[src/rtl/jump_input_ctrl_pkg.sv]
// Shared constants and types for the jump input controller: jump directions,
// FSM state encodings and the one-entry pending request record.
package jump_input_ctrl_pkg;

  localparam logic JUMP_DIR_LEFT  = 1'b0;
  localparam logic JUMP_DIR_RIGHT = 1'b1;

  localparam logic [1:0] S_READY     = 2'd0;
  localparam logic [1:0] S_ISSUE     = 2'd1;
  localparam logic [1:0] S_WAIT_LAND = 2'd2;

  typedef struct packed {
    logic valid;
    logic dir;
  } pend_t;

  // Left wins whenever both buttons produce an edge in the same cycle.
  function automatic logic press_dir(input logic press_left);
    return press_left ? JUMP_DIR_LEFT : JUMP_DIR_RIGHT;
  endfunction

endpackage

[src/rtl/jump_input_ctrl_if.sv]
// Button/landing inputs and jump request outputs of the jump input controller.
interface jump_input_ctrl_if;
  logic module_en;
  logic btn_left;
  logic btn_right;
  logic one_ms_tick;
  logic landed;
  logic jump_left;
  logic jump_right;
  logic busy;
  logic timeout_err;

  modport master (
    output module_en, btn_left, btn_right, one_ms_tick, landed,
    input  jump_left, jump_right, busy, timeout_err
  );

  modport slave (
    input  module_en, btn_left, btn_right, one_ms_tick, landed,
    output jump_left, jump_right, busy, timeout_err
  );
endinterface

[src/rtl/jump_input_ctrl_btn_debounce.sv]
// One button channel: synchroniser chain, 1 ms tick debounce and rising-edge
// detection of the debounced level.
module btn_debounce #(
  parameter int DEBOUNCE_MS = 10,
  parameter int SYNC_STAGES = 2
) (
  input  logic clk,
  input  logic rst,
  input  logic btn_i,
  input  logic tick_i,
  output logic press_o
);
  localparam int CW = $clog2(DEBOUNCE_MS + 1);
  localparam logic [CW-1:0] CNT_LAST = CW'(DEBOUNCE_MS - 1);

  logic [SYNC_STAGES-1:0] sync_q, sync_d;
  logic [CW-1:0]          cnt_q, cnt_d;
  logic                   deb_q, deb_d;
  logic                   deb_dly_q;

  always_comb begin
    sync_d = {sync_q[SYNC_STAGES-2:0], btn_i};
    cnt_d  = cnt_q;
    deb_d  = deb_q;
    // The counter only moves on ticks; any agreement restarts the stability run.
    if (tick_i) begin
      if (sync_q[SYNC_STAGES-1] == deb_q) begin
        cnt_d = '0;
      end else if (cnt_q == CNT_LAST) begin
        deb_d = ~deb_q;
        cnt_d = '0;
      end else begin
        cnt_d = cnt_q + CW'(1);
      end
    end else begin
      cnt_d = cnt_q;
    end
  end

  always_ff @(posedge clk or posedge rst) begin
    if (rst) begin
      sync_q    <= '0;
      cnt_q     <= '0;
      deb_q     <= 1'b0;
      deb_dly_q <= 1'b0;
    end else begin
      sync_q    <= sync_d;
      cnt_q     <= cnt_d;
      deb_q     <= deb_d;
      deb_dly_q <= deb_q;
    end
  end

  assign press_o = deb_q & ~deb_dly_q;

endmodule

[src/rtl/jump_input_ctrl.sv]
// Jump request controller: arbitrates debounced button presses into single
// registered jump pulses, holds one buffered press and guards the landing wait.
module jump_input_ctrl
  import jump_input_ctrl_pkg::*;
#(
  parameter int DEBOUNCE_MS = 10,
  parameter int SYNC_STAGES = 2,
  parameter int TIMEOUT_MS  = 120
) (
  input  logic             clk,
  input  logic             rst,
  jump_input_ctrl_if.slave bus
);
  localparam int TW = $clog2(TIMEOUT_MS + 1);
  localparam logic [TW-1:0] TMO_LAST = TW'(TIMEOUT_MS - 1);

  logic          press_left_s, press_right_s, new_press_s, new_dir_s;
  logic [1:0]    state_q, state_d;
  pend_t         pend_q, pend_d, pend_nx_s;
  logic          dir_q, dir_d;
  logic [TW-1:0] tmo_q, tmo_d;
  logic          jump_left_q, jump_left_d, jump_right_q, jump_right_d;
  logic          busy_q, busy_d, err_q, err_d;

  btn_debounce #(.DEBOUNCE_MS(DEBOUNCE_MS), .SYNC_STAGES(SYNC_STAGES)) u_left (
    .clk(clk), .rst(rst), .btn_i(bus.btn_left), .tick_i(bus.one_ms_tick), .press_o(press_left_s)
  );

  btn_debounce #(.DEBOUNCE_MS(DEBOUNCE_MS), .SYNC_STAGES(SYNC_STAGES)) u_right (
    .clk(clk), .rst(rst), .btn_i(bus.btn_right), .tick_i(bus.one_ms_tick), .press_o(press_right_s)
  );

  assign new_press_s = press_left_s | press_right_s;
  assign new_dir_s   = press_dir(press_left_s);

  always_comb begin
    state_d   = state_q;
    pend_nx_s = pend_q;
    dir_d     = dir_q;
    tmo_d     = tmo_q;
    err_d     = err_q;
    case (state_q)
      S_READY: begin
        // A buffered press goes first; a fresh press arriving now takes its slot.
        if (bus.module_en && (pend_q.valid || new_press_s)) begin
          state_d = S_ISSUE;
          if (pend_q.valid) begin
            dir_d     = pend_q.dir;
            pend_nx_s = '{valid: new_press_s, dir: new_dir_s};
          end else begin
            dir_d = new_dir_s;
          end
        end else begin
          state_d = S_READY;
        end
      end
      S_ISSUE: begin
        state_d = S_WAIT_LAND;
        tmo_d   = '0;
        if (new_press_s) begin
          pend_nx_s = '{valid: 1'b1, dir: new_dir_s};
        end else begin
          pend_nx_s = pend_q;
        end
      end
      S_WAIT_LAND: begin
        if (new_press_s) begin
          pend_nx_s = '{valid: 1'b1, dir: new_dir_s};
        end else begin
          pend_nx_s = pend_q;
        end
        if (bus.landed) begin
          state_d = S_READY;
        end else if (bus.one_ms_tick) begin
          if (tmo_q == TMO_LAST) begin
            state_d = S_READY;
            err_d   = 1'b1;
          end else begin
            tmo_d = tmo_q + TW'(1);
          end
        end else begin
          tmo_d = tmo_q;
        end
      end
      default: begin
        state_d   = S_READY;
        pend_nx_s = '0;
      end
    endcase

    if (bus.module_en) begin
      pend_d = pend_nx_s;
    end else begin
      pend_d = '0;
    end

    jump_left_d  = (state_q == S_ISSUE) && (dir_q == JUMP_DIR_LEFT);
    jump_right_d = (state_q == S_ISSUE) && (dir_q == JUMP_DIR_RIGHT);
    busy_d       = (state_d != S_READY);
  end

  always_ff @(posedge clk or posedge rst) begin
    if (rst) begin
      state_q      <= S_READY;
      pend_q       <= '0;
      dir_q        <= JUMP_DIR_LEFT;
      tmo_q        <= '0;
      jump_left_q  <= 1'b0;
      jump_right_q <= 1'b0;
      busy_q       <= 1'b0;
      err_q        <= 1'b0;
    end else begin
      state_q      <= state_d;
      pend_q       <= pend_d;
      dir_q        <= dir_d;
      tmo_q        <= tmo_d;
      jump_left_q  <= jump_left_d;
      jump_right_q <= jump_right_d;
      busy_q       <= busy_d;
      err_q        <= err_d;
    end
  end

  assign bus.jump_left   = jump_left_q;
  assign bus.jump_right  = jump_right_q;
  assign bus.busy        = busy_q;
  assign bus.timeout_err = err_q;

endmodule

[src/flat_wrapper.sv]
// flat-port wrapper written by rule: the top's interface ports become plain ports
module jump_input_ctrl_flat import jump_input_ctrl_pkg::*;
#(
  parameter int DEBOUNCE_MS = 10,
  parameter int SYNC_STAGES = 2,
  parameter int TIMEOUT_MS  = 120
)
  (clk, rst, bus_module_en, bus_btn_left, bus_btn_right, bus_one_ms_tick, bus_landed, bus_jump_left, bus_jump_right, bus_busy, bus_timeout_err);
  jump_input_ctrl_if bus_i ();
  input  logic clk;
  input  logic rst;
  input wire logic [$bits(bus_i.module_en)-1:0] bus_module_en;
  input wire logic [$bits(bus_i.btn_left)-1:0] bus_btn_left;
  input wire logic [$bits(bus_i.btn_right)-1:0] bus_btn_right;
  input wire logic [$bits(bus_i.one_ms_tick)-1:0] bus_one_ms_tick;
  input wire logic [$bits(bus_i.landed)-1:0] bus_landed;
  output wire logic [$bits(bus_i.jump_left)-1:0] bus_jump_left;
  output wire logic [$bits(bus_i.jump_right)-1:0] bus_jump_right;
  output wire logic [$bits(bus_i.busy)-1:0] bus_busy;
  output wire logic [$bits(bus_i.timeout_err)-1:0] bus_timeout_err;
  assign bus_i.module_en = bus_module_en;
  assign bus_i.btn_left = bus_btn_left;
  assign bus_i.btn_right = bus_btn_right;
  assign bus_i.one_ms_tick = bus_one_ms_tick;
  assign bus_i.landed = bus_landed;
  assign bus_jump_left = bus_i.jump_left;
  assign bus_jump_right = bus_i.jump_right;
  assign bus_busy = bus_i.busy;
  assign bus_timeout_err = bus_i.timeout_err;
  jump_input_ctrl #(.DEBOUNCE_MS(DEBOUNCE_MS), .SYNC_STAGES(SYNC_STAGES), .TIMEOUT_MS(TIMEOUT_MS)) u_core (.clk(clk), .rst(rst), .bus(bus_i));
endmodule
[config.mk]
export PLATFORM = sky130hd
export DESIGN_NAME = jump_input_ctrl_flat
export DESIGN_NICKNAME = d
export VERILOG_FILES = /design/src/rtl/jump_input_ctrl_pkg.sv /design/src/rtl/jump_input_ctrl_if.sv /design/src/rtl/jump_input_ctrl_btn_debounce.sv /design/src/rtl/jump_input_ctrl.sv /design/src/flat_wrapper.sv
export SDC_FILE = /design/constraint.sdc
export NUM_CORES = 1
export LEC_CHECK = 0
export ABC_AREA = 0
export BUFFER_PORTS_ARGS = -buffer_cell sky130_fd_sc_hd__buf_2
export CAP_MARGIN = 20
export CELL_PAD_IN_SITES_DETAIL_PLACEMENT = 1
export CELL_PAD_IN_SITES_GLOBAL_PLACEMENT = 2
export CORE_MARGIN = 8
export CORE_UTILIZATION = 35
export DETAILED_ROUTE_END_ITERATION = 16
export MAX_ROUTING_LAYER = met4
export PLACE_DENSITY_LB_ADDON = 0.1
export SKIP_LAST_GASP = 1
export SLEW_MARGIN = 20
export SYNTH_ARGS = -nofsm -noshare
export SYNTH_HDL_FRONTEND = slang
export SYNTH_SLANG_ARGS = --single-unit
[constraint.sdc]
create_clock -name clk -period 1.8 [get_ports clk]
set_clock_uncertainty 0.15 [all_clocks]
set_input_delay 0.09 -clock clk [delete_from_list [all_inputs] [get_ports clk]]
set_output_delay 0.09 -clock clk [all_outputs]
set_load 0.1 [all_outputs]
-- After elaboration in Yosys (flattened, before gate mapping)
Index checks and enable logic that the tools add are counted.
- register bits after elaboration: 32
- bits of input ports: 7
- add/sub/neg operators: 3
- bitwise operators: 11
- equal/unequal tests: 13
- reductions and logical operators: 15
- mux-type cells: 20
- operators by type and width (cell ; count):
    $mux 7 ; 3
    $mux 4 ; 4
    $mux 2 ; 7
    $pmux 7 s2 ; 1
    $ne 3x2->1 const B ; 3
    $reduce_and 3->1 ; 3
    $add 4x1->4 const B ; 2
    $eq 4x4->1 const B ; 2
    $not 1->1 ; 8
    $reduce_and 4->1 ; 2
    $add 7x1->7 const B ; 1
    $eq 7x7->1 const B ; 1
    $ne 2x2->1 const B ; 3
    $pmux 2 s3 ; 1
    $pmux 2 s2 ; 1
    $reduce_and 2->1 ; 2
    $reduce_bool 2->1 ; 2
    $logic_and 1x1->1 ; 3
    $mux 1 ; 3
    $and 1x1->1 ; 2
    $eq 1x1->1 ; 2
    $eq 2x1->1 const B ; 1
    $eq 2x2->1 const B ; 1
    $logic_not 2->1 ; 1
    3 further kinds ; 3

-- Longest topological paths before layout
- depth in word-level cells: 8
- gate-level depth with buffers: 7
- mapped depth without buffers: 6

-- Hierarchy
A second synthesis with hierarchy kept.
- cell total of the unflattened synthesis: 158
- area, all modules: 1660.3 µm²
- by module, submodules not included (module ; sequential area each (µm²) ; cells each ; area an instance (µm²) ; times used):
    jump_input_ctrl ; 400.4 ; 90 ; 894.6 ; 1
    btn_debounce ; 200.2 ; 34 ; 382.9 ; 2

-- Worst setup path after synthesis
Ideal clock, no wire load.
- path kind: reg2reg
- start point: reg u_core.state_q[1]
- end point: reg u_core.pend_q[0] in the netlist's numbering
- path slack: 0.003 ns
- arrival time: 1.523 ns
- setup time: 0.125 ns
- period minus slack after synthesis: 1.797 ns
- stages on the path, launching flop included: 7
- data required time: 1.525 ns
- cells stage by stage: dfrtp_1 inv_1 ha_1 buf_2 a32o_1 nand2_1 mux2_2
- word-level cells in the longest chain between the ends: 4
- elaborated cells between the ends (all ways): 10
- RTL lines (element ; RTL line ; source):
    from (decl) ; jump_input_ctrl.sv:18 ; logic [1:0] state_q, state_d;
    from (signal assigned) ; jump_input_ctrl.sv:113 ; state_q <= state_d;
    $eq 2x2->1 or $eq 2x1->1 (tied branches) ; jump_input_ctrl.sv:42 ; case (state_q)
    $reduce_or 2->1 (no source line) ; -- ;
    $ne 3x2->1 (no source line) or $pmux 2 s2 (tied branches) ; -- ;
    $reduce_and 3->1 (no source line) or $mux 2 (tied branches) ; -- ;
    to (signal assigned) ; jump_input_ctrl.sv:114 ; pend_q <= pend_d;
    to (decl) ; jump_input_ctrl.sv:19 ; pend_t pend_q, pend_d, pend_nx_s;
Parallel ways exist; a longest one is shown, timed or not.
A chain may end at the register's enable or synchronous reset.

-- Final worst setup path
- start point: reg u_core.tmo_q[0]
- end point: reg u_core.busy_q, in the netlist u_core.bus.busy
- word-level cells in the longest chain between the ends: 6
- RTL lines (element ; RTL line ; source):
    from (decl) ; jump_input_ctrl.sv:21 ; logic [TW-1:0] tmo_q, tmo_d;
    from (signal assigned) ; jump_input_ctrl.sv:116 ; tmo_q <= tmo_d;
    $eq 7x7->1 ; jump_input_ctrl.sv:75 ; if (tmo_q == TMO_LAST) begin
    $mux 2 ; jump_input_ctrl.sv:75 ;
    $mux 2 ; jump_input_ctrl.sv:74 ; end else if (bus.one_ms_tick) begin
    $mux 2 ; jump_input_ctrl.sv:72 ; if (bus.landed) begin
    $pmux 2 s3 ; jump_input_ctrl.sv:42 ;
    $reduce_bool 2->1 ; jump_input_ctrl.sv:99 ; busy_d = (state_d != S_READY);
    named net u_core.busy_d ; jump_input_ctrl.sv:23 ; logic busy_q, busy_d, err_q, err_d;
    to (signal assigned) ; jump_input_ctrl.sv:119 ; busy_q <= busy_d;
    to (decl) ; jump_input_ctrl.sv:23 ;
The timed path passes the listed nets, and every way through them passes these cells.

==> metrics <==
status complete, no violations; Core Area approximately 4400 sq um; Die ar. around 7000 sq um; Synth Cell Area roughly 1600 sq um; top post-synthesis cells by area dfrtp_1 50%, ha_1 7.0%, mux2_2 3.5%, inv_1 2.6%, nand3_1 2.5%; half-perimeter wire length after placement 2.58 mm; Port Buf Inserts 10; Critical Path Source Type register; vias in the first global route between 1000 and 1500; Routed Antenna Nets 0; worst min path class input pin to register; Gate Count Post-Synth 148; CP required approximately 1.8 ns; Crit-path slowest cell dfrtp_1; final cell count without fillers ~230; crit path kind register to register; # setup viols final 0; critical path endpoint category register; Placer Congestion about 0.84; Initial DRC Count 42; Tmin final ~1.7 ns; largest area contributor in the netlist dfrtp_1; post-synthesis cell type count between 40 and 50; final WL roughly 3.5 mm; via density per instance 5.19; # DRC 0; Fill cells 506; total negative setup slack 0 ns; switching share of power 34.7%; Worst Path Arrival between 1.5 and 2 ns; maximum clock rate just under 0.6 GHz; syn_area_per_cell between 10 and 15 sq um; Power Dens Cells ~1200 nW/um^2; largest net degree at the start of global routing 33; Slew Viols, Final 0; Ports 11; die height around 84 um; Max stage delay on crit path approximately 0.40 ns; H-tree levels 2; first drt pass iteration count 4; Synth top area share 50.1%; antenna violations before repair 0; Initial Util between 30% and 40%; post-CTS setup repair buffer count 0; Reg power frac between 40% and 50%; area grow syn2layout 20.1%; Internal approximately 1.5 mW; Syn Nets around 160; first-pass GRT wire length between 6 and 7 mm; CTS Sinks 32; clk slew on worst S/H paths roughly 0.07 ns; clock share of power 26.0%; hold slack between 0.08 and 0.09 ns; RSZ-0062 raised after global routing false; relative slew slack slightly below 70%; Max Cap Viol 0; switching power roughly 0.8 mW; period utilization 95.5%; WL per Instance 15.2 um; placed insts 217; Antenna Cells 0; Tot GR Track Use between 10% and 20%; CP Max Fanout 5; CTS buffer count 5; Peak VDD IR ~0.00049 V; Horiz. Die Dim ~84 um; CTS tree built; Via Count about 1200; clock buffer depth 2; combinational share of power between 30% and 40%; Overflow after GRT 0; Clock Latency Late Sink 0.28 ns; CP Cell Sequence ha_2, nand4_2, or3_4, a31oi_4, o221ai_2; worst slew pin tran 0.486 ns; Crit path buffers/inverters 0; nets@finish ~190; FP Rows 24; final-report hold violation count 0; Ys Warns 0; Lkg Pwr ~0.9 nW; FF+latch count, synth 32; share of cells above drive strength 1 between 20% and 30%; Worst path top cell family by delay simple AND/OR/NAND/NOR gates; register area share after synthesis 50.1%; Clock Tree Root clkbuf_8
-- cells in the final DEF (no fill, tap or decap), types with 2 or more instances in the layout --
master,synthesis,routed
dfrtp_1,32,32
inv_1,11,11
nand2_1,10,10
buf_2,2,10
buf_4,0,10
nor2_1,9,9
nand3_1,8,8
o21ai_0,8,8
ha_1,9,7
clkbuf_8,0,7
mux2_2,5,5
xor2_1,4,4
nand2b_1,4,4
dlygate4sd3_1,0,4
nand4_1,3,3
o2bb2ai_1,3,3
a21oi_1,3,3
nor2b_1,3,3
a211o_1,2,2
mux2i_1,2,2
o211ai_1,2,2
and3_1,2,2
o22ai_1,2,2
a31oi_1,2,2
ha_2,0,2
-- registers in the layout, summed over array words and instances (netlist names), 2 cells and up --
| register | count |
|---|---|
| u_core.pend_q | 2 |
| u_core.state_q | 2 |
| u_core.tmo_q | 7 |
| u_core.u_left.cnt_q | 4 |
| u_core.u_left.sync_q | 2 |
| u_core.u_right.cnt_q | 4 |
| u_core.u_right.sync_q | 2 |
-- power groups by stage --
stage | Sequential, mW | Clock (mW) | Combinational [mW]
2_1_floorplan | 1.03 | 0 | 0.428
3_3_place_gp | 0.928 | 0 | 0.748
3_5_place_dp | 0.938 | 0 | 0.778
4_1_cts | 0.924 | 0.618 | 0.788
5_1_grt | 0.941 | 0.643 | 0.873
6_report | 0.921 | 0.597 | 0.779
-- what timing repair did --
action	4_1_cts	5_1_grt
gates resized for setup	0	3
hold endpoints to repair	36	0
endpoints found under the setup margin	0	6
hold buffers	4	0
-- kinds of logic (layout without fill, tap and decap cells) --
| kind of cell | count (synthesis) | in the layout | synth area share, % |
|---|---|---|---|
| flops | 32 | 32 | 50.1 |
| fa+ha+maj | 9 | 9 | 7.05 |
| buf+inv | 14 | 42 | 3.45 |
| compound gates | 32 | 32 | 14.9 |
| xor+xnor | 4 | 4 | 2.19 |
| simple gates | 50 | 50 | 17.5 |
| mux | 7 | 7 | 4.78 |
-- worst reg2reg max path, stage by stage (launching register included) --
cell      delay (ns)
dfrtp_1         0.40
ha_2            0.24
nand4_2         0.15
or3_4           0.39
a31oi_4         0.17
o221ai_2        0.11
-- final timing paths --
kind	start	end	slack (ns)	depth (start not counted)
setup / recovery	u_core.tmo_q[0]$_DFFE_PP0P_	u_core.bus.busy$_DFF_PP0_	0.08	5
hold / removal	bus_one_ms_tick	u_core.u_right.cnt_q[1]$_DFFE_PP0P_	0.08	3
setup reg to reg	u_core.tmo_q[0]$_DFFE_PP0P_	u_core.bus.busy$_DFF_PP0_	0.08	5
hold reg to reg	u_core.u_left.sync_q[0]$_DFF_PP0_	u_core.u_left.sync_q[1]$_DFF_PP0_	0.21	0
max in group asynchronous	rst	u_core.tmo_q[3]$_DFFE_PP0P_	0.92	4
min in group asynchronous	rst	u_core.u_right.deb_dly_q$_DFF_PP0_	0.29	4
-- layer usage --
| metal | global-route usage [%] | part of all wire, % | vias to the layer above |
|---|---|---|---|
| met5 | - | 0 | - |
| met4 | 4.71 | 1.5 | 0 |
| met3 | 3.32 | 3.4 | 5 |
| met2 | 16.6 | 50 | 14 |
| met1 | 12.6 | 45 | 586 |
| li1 | - | - | 579 |
-- cell type report --
| type | instances | area [sq um] | area share (%) |
|---|---|---|---|
| clock buffers | 7 | 96.3 | 5.02 |
| inverters | 11 | 41.3 | 2.15 |
| flip-flops and latches | 32 | 801 | 41.7 |
| multi-input cells | 102 | 751 | 39.1 |
| repair buffers | 24 | 165 | 8.60 |
| well taps | 52 | 65.1 | 3.39 |
-- synth_stat cells, drive strengths merged --
cell / number
clkbuf: 1
a31oi: 3
and2: 1
and4: 1
o41ai: 1
nor3: 1
o2bb2ai: 3
ha: 9
a21o: 1
o211ai: 2
a32o: 1
o221ai: 2
nor2: 9
buf: 2
and2b: 2
nand4: 4
nand3: 8
and3: 2
or3: 2
nand3b: 1
o21ai: 10
inv: 11
a21oi: 3
nand2: 10
a31o: 1
o22ai: 2
nand2b: 5
mux2: 5
mux2i: 2
a32oi: 1
nor4: 1
xor2: 4
dfrtp: 32
nor2b: 3
a211o: 2
-- stage by stage --
stage	setup slack [ns]	cell area [sq um]	util (%)	power [mW]
2_1_floorplan	0.00278	1600	-	1.46
3_3_place_gp	0.123	1770	40.5	1.68
3_5_place_dp	0.0700	1770	40.5	1.72
4_1_cts	0.0663	1910	43.6	2.33
5_1_grt	0.00962	1920	43.8	2.46
6_report	0.0805	1920	43.8	2.30
(Power assumes the default switching activity.)
